File: src/rtl/fetch_sequencer.sv
// Control FSM for the 8-bit PC / fetch stage: start/done handshake, memory stalls,
// blt/bne branch resolution, and halt / end-of-memory / watchdog termination.
module fetch_sequencer #(
   parameter int          MEM_LAT    = 2,
   parameter logic [15:0] MAX_CYCLES = 16'hFFFF
) (
   input  logic        clk,
   input  logic        reset,
   input  logic        start,
   input  logic        is_halt,
   input  logic        is_mem,
   input  logic        branch_sig,
   input  logic        branch_type,
   input  logic        cmp_lt,
   input  logic        cmp_ne,
   input  logic [7:0]  pc,
   output logic        pc_reset,
   output logic        pc_hold,
   output logic        take_branch,
   output logic        mem_en,
   output logic        done,
   output logic        timeout,
   output logic [15:0] cycle_count
);

   localparam int WCNT_W = (MEM_LAT > 1) ? $clog2(MEM_LAT) : 1;

   typedef enum logic [2:0] {
      IDLE,
      INIT,
      RUN,
      STALL,
      FINISHED
   } state_t;

   state_t              state;
   logic [WCNT_W-1:0]   wcnt;

   logic branch_taken;
   logic watchdog;
   logic go_done;
   logic go_stall;

   assign branch_taken = branch_sig & (branch_type ? cmp_ne : cmp_lt);
   assign watchdog     = (cycle_count == MAX_CYCLES - 16'd1);

   // NOTE: every output gets a default before the case so no path can infer a latch.
   always_comb begin
      pc_reset    = 1'b0;
      pc_hold     = 1'b1;
      take_branch = 1'b0;
      mem_en      = 1'b0;
      go_done     = 1'b0;
      go_stall    = 1'b0;
      case (state)
         IDLE, INIT: pc_reset = 1'b1;
         RUN: begin
            if (watchdog || is_halt) begin
               go_done = 1'b1;
            end else if (is_mem && (MEM_LAT > 0)) begin
               mem_en   = 1'b1;
               go_stall = 1'b1;
            end else begin
               mem_en = is_mem;
               // A taken branch at the last address is the only way past 0xFF.
               if (pc == 8'hFF && !branch_taken) begin
                  go_done = 1'b1;
               end else begin
                  pc_hold     = 1'b0;
                  take_branch = branch_taken;
               end
            end
         end
         STALL: begin
            mem_en = 1'b1;
            if (watchdog) begin
               go_done = 1'b1;
            end else if (wcnt == '0) begin
               if (pc == 8'hFF) go_done = 1'b1;
               else             pc_hold = 1'b0;
            end
         end
         default: ;
      endcase
   end

   // NOTE: state registers use non-blocking assignments so every flop samples pre-edge values.
   always_ff @(posedge clk or posedge reset) begin
      if (reset) begin
         state       <= IDLE;
         wcnt        <= '0;
         done        <= 1'b0;
         timeout     <= 1'b0;
         cycle_count <= 16'd0;
      end else begin
         case (state)
            IDLE: if (start) state <= INIT;
            INIT: begin
               cycle_count <= 16'd0;
               done        <= 1'b0;
               timeout     <= 1'b0;
               state       <= RUN;
            end
            RUN, STALL: begin
               if (cycle_count != 16'hFFFF) cycle_count <= cycle_count + 16'd1;
               if (go_done) begin
                  state   <= FINISHED;
                  done    <= 1'b1;
                  timeout <= watchdog;
               end else if (go_stall) begin
                  state <= STALL;
                  wcnt  <= WCNT_W'(MEM_LAT - 1);
               end else if (state == STALL) begin
                  if (wcnt != '0) wcnt  <= wcnt - 1'b1;
                  else            state <= RUN;
               end
            end
            FINISHED: if (start) state <= INIT;
            default: state <= IDLE;
         endcase
      end
   end

endmodule

File: config.mk
export PLATFORM = sky130hd
export DESIGN_NAME = fetch_sequencer
export DESIGN_NICKNAME = d
export VERILOG_FILES = /design/src/rtl/fetch_sequencer.sv
export SDC_FILE = /design/constraint.sdc
export NUM_CORES = 1
export LEC_CHECK = 0
export BUFFER_PORTS_ARGS = -buffer_cell sky130_fd_sc_hd__buf_2
export CORE_ASPECT_RATIO = 1.25
export CORE_MARGIN = 1
export CORE_UTILIZATION = 47
export DETAILED_ROUTE_END_ITERATION = 6
export MAX_ROUTING_LAYER = met4
export PLACE_DENSITY = 0.76
export SETUP_SLACK_MARGIN = 0.3
export SLEW_MARGIN = 20
export SYNTH_ARGS = -nofsm -noshare
export SYNTH_HDL_FRONTEND = slang
export SYNTH_SLANG_ARGS = --single-unit
File: constraint.sdc
create_clock -name clk -period 1.7 [get_ports clk]
set_input_delay 0.17 -clock clk [delete_from_list [all_inputs] [get_ports clk]]
set_output_delay 0.17 -clock clk [all_outputs]
set_load 0.05 [all_outputs]
Yosys cells after proc, flatten, opt, wreduce, memory -nomap -nowiden
Index checks and enable logic that the tools add are counted.

Register bits after elaboration: 22. Latch bits: 0. Memory bits (writable): 0. ROM bits: 0. Input bits: 17. Output and inout port bits: 22. Word-level logic and storage cells: 71. Memories kept: 0.

Add/sub/neg operators: 2. Multipliers: 0. Divide/modulo/power cells: 0. Order comparisons: 0. Eq/ne operators: 12. Shift operators: 0. Mux-type cells: 37. Bitwise gates (word level): 2. Reduce and logical (&&, ||, !) cells: 13.

Operators with widths (count): 16-bit one-hot mux with 2 select lines (1); 1-bit two-way mux (24); 16-bit by 1-bit adder with 16-bit output, second input constant (1); 16-bit equality test, second input constant (1); 16-bit two-way mux (1); 16-bit != test, second input constant (1); 3-bit two-way mux (5); 1-bit one-hot mux with 2 select lines (5); 3-bit one-hot mux with 3 select lines (1); 8-bit equality test, second input constant (1); 4-bit != test, second input constant (2); 3-bit by 2-bit equality test with 1-bit output, second input constant (2); 3-bit AND reduction (2); 2-bit OR reduction (3); 2-bit != test, second input constant (2); 2-bit AND reduction (2); 2-bit nonzero test (2); 3-bit by 1-bit equality test with 1-bit output, second input constant (1); 3-bit equality test, second input constant (1); 3-bit logical NOT (1); 2-bit by 1-bit != test with 1-bit output, second input constant (1); 1-bit bitwise AND (1); 1-bit logical AND (1); 1-bit logical NOT (1); other kinds (3) (3).

Longest topological paths before layout
Word-level depth: 10. Depth in mapped cells: 7. Depth with buffers taken out: 6.

Least setup slack after synthesis
No wires, ideal clock.

Path type: register to output. Start: register cycle_count[0]. End: output take_branch. Data arrival time: 2231 ps. Data required time: 1530 ps. Setup slack: -701 ps. Cell stages (with the launch flop): 6. Path buffers: 0. Cells stage by stage: dfrtp_1 > inv_1 > ha_1 > nand4_1 > nor4_1 > nor3_1.

Longest elaborated chain between the ends: 4.

RTL lines: start: declaration (RTL line 23) `output logic [15:0] cycle_count`; start signal: assignment (RTL line 105) `if (cycle_count != 16'hFFFF) cycle_count <= cycle_count + 16'd1;`; 16-bit equality test (RTL line 45) `assign watchdog = (cycle_count == MAX_CYCLES - 16'd1);`; 1-bit logical OR (RTL line 58) `if (watchdog || is_halt) begin`; 1-bit two-way mux (RTL line 58); 1-bit two-way mux (RTL line 55) `case (state)`; end: declaration (RTL line 19) `output logic take_branch,`.

Every way passes these cells.

Worst setup path after layout
Start: register cycle_count[5]. End: output mem_en.

Longest elaborated chain between the ends: 4.

RTL lines: 16-bit equality test (RTL line 45); 1-bit logical OR (RTL line 58); 1-bit two-way mux (RTL line 58); 1-bit one-hot mux with 2 select lines (RTL line 55); end: declaration (RTL line 20) `output logic mem_en,`.

Every way passes these cells.

==> metrics <==
yosys warns 0; crit path DAT 1900 ps; sequential share of power 29.2%; Comb pwr share 61.0%; Cell Area, Synth 1440 µm²; PwrDens 1160 nW/µm²; gate count of the mapped netlist 154; startpoint type of the worst setup path register; largest net degree at the start of global routing 23; GRT Util Overall 27.5%; Layout fillers 209; Clock Latency Late Sink 320 ps; Avg Vias per Cell 6.10; most frequent cell after synthesis dfrtp_1; endpoints failing setup 23; Clock power frac 9.8%; CTS H-tree depth 1; CTS Buf Count 3; hold path depth 3; Final HPWL DP 2.88 mm; Root Buffer clkbuf_4; Initial DRC Count 54; Worst-Margin Slew 494 ps; leading post-synthesis cells by cell area dfrtp_1, o31ai_1, nand4_4, a21oi_1, or4_1; Antenna Cells 0; Routed Antenna Nets 0; Leak 0.964 nW; HP Class primary input to register; Hold EP state[0]; Syn Area/Cell 9.34 µm²; CP endpoint kind output pin; clock sinks 22; Pre-antenna DRT Iters 4; Die ar. 3290 µm²; Unique masters post-synth 42; pre-CTS WS -79.0 ps; Synth area leader dfrtp_1; PnR worst setup slack -365 ps; Slew headroom 66.9%; die span in x 51.5 µm; maximum VDD drop 0.00114 V; Worst R2R Path Depth 8; Initial Utilization 49.3%; Seq/Total Area, Yosys 38.3%; Max-Cap Viols 0; failing checks negative setup slack; clock buffer depth 2; GRT overflow 0; switching pwr 1.24 mW; CTS tree built; Crit Reg-Reg Startpoint cycle_count[0]; via count 1,562; initial antenna violation count 0; final hold vios 0; Worst R2R Setup Slack -200 ps; async set-reset flop share out of synthesis 100%; share of layout cells above drive strength 1 60.0%; die height 63.8 µm; top cells by count, synth dfrtp_1, a21oi_1, nand2_1; final WL 4.44 mm; critical-path maximum fanout 7; critical path required time 1530 ps; status complete, but fails checks; Std-Cell Rows 22; Post-synth EDFFs 0; FF/Latch Area 571 µm²; Non-Filler Instances 256; ys flop type dfrtp_1; sw frac 48.6%; fin crit share 121%; Syn Nets 173; P&R area growth vs syn 53.4%; fmax 484 MHz; Clock Skews 2.37 ps; Final Slew Violations 0; first-pass GRT wire length 6.68 mm; dpl cells 243; Reg-to-Reg End cycle_count[9]; min-delay src start; clock transition at the registers of the reported paths 120 ps; core area 2920 µm²; routability cong. 0.882; top cell type's share of synthesized area 38.3%; Yosys reg bits 22; vias in the first global route 1,550; multi-input logic area 1020 µm²; WL/cell 17.4 µm; critical path class register to output pin; fin nets 241; IO Pins 39; setup tns final -3260 ps; drt drc 0; internal power 1.31 mW; Tmin final 2070 ps; Port Buffers 38; RSZ-0062 raised after global routing true
==> cell families (layout without fill, tap and decap cells) <==
group           Yosys count  in the layout  share of synthesized area [%]
simple gates             72             72                           33.1
compound gates           42             42                           20.1
fa+ha+maj                 2              2                           1.74
flops                    22             22                           38.3
buf+inv                  14             80                           5.31
mux                       2              2                           1.48
==> stage by stage <==
step / util, % / power [mW] / hold slack [ps] / area [µm²]
after floorplan: - / 1.59 / 158 / 1490
after global placement: 63.3 / 1.92 / 219 / 1850
after detailed placement: 63.3 / 1.95 / 231 / 1850
after CTS: 69.6 / 2.35 / 102 / 2030
after global routing: 75.6 / 2.66 / 135 / 2200
final: 75.6 / 2.55 / 101 / 2200
==> registers in the layout (all words and copies together) (netlist names) <==
signal / cells
cycle_count: 16
state: 3
done: 1
wcnt: 1
timeout: 1
==> worst max path at each step <==
stage              startpoint  slack, ps              to
6_report       cycle_count[5]       -370          mem_en
3_3_place_gp   cycle_count[0]        -40          mem_en
4_1_cts        cycle_count[0]       -370          mem_en
5_1_grt        cycle_count[0]       -450          mem_en
3_5_place_dp   cycle_count[0]        -80          mem_en
2_1_floorplan  cycle_count[0]       -120  cycle_count[4]
==> metal layers <==
metal | vias to the layer above | global-route usage [%] | part of all wire, %
met5 | - | - | 0
met4 | 0 | 11.5 | 2.1
met3 | 11 | 2.62 | 2.7
met2 | 45 | 49.8 | 55
met1 | 770 | 29.8 | 41
li1 | 736 | - | -
==> worst max-delay path, stage by stage, from the launching register on <==
cell     delay [ps]
dfrtp_2         470
nand4_4         190
or4_4           550
a21oi_4         160
nor2_4           50
buf_6           160
==> power by group through the flow <==
stage / Combinational (mW) / Sequential, mW / Clock, mW
3_5_place_dp: 1.20 / 0.750 / 0
5_1_grt: 1.64 / 0.750 / 0.271
2_1_floorplan: 0.666 / 0.929 / 0
4_1_cts: 1.36 / 0.736 / 0.253
6_report: 1.55 / 0.743 / 0.251
3_3_place_gp: 1.18 / 0.746 / 0
==> layout make-up <==
type / count / area share [%]
well taps: 36 / 2.04
repair buffers: 71 / 23.7
clock buffers: 3 / 1.02
flip-flops and latches: 22 / 25.9
multi-input cells: 118 / 46.4
inverters: 6 / 1.02
==> placed cells by master, fill, tap and decap left out, drive strengths merged, types with 2 or more instances in the layout <==
cell type,synthesis,routed
a21oi,12,12
a31oi,2,2
and2,2,2
buf,4,70
clkbuf,4,3
dfrtp,22,22
ha,2,2
inv,6,6
nand2,11,11
nand2b,3,3
nand3,10,10
nand4,12,12
nor2,6,6
nor2b,4,4
nor3,4,4
nor4,3,3
o211ai,3,3
o21a,2,2
o21ai,3,3
o31ai,10,10
o41ai,3,3
or2,2,2
or3,2,2
or4,9,9
==> what timing repair did <==
action,CTS,global route
setup endpoints to repair,26,26
hold endpoints to repair,22,0
hold buffers,1,0
pin swaps,11,13
cloned,0,1
buffers inserted,3,5
gates resized for setup,27,27
Note: power is estimated with default switching activity, not from simulation.
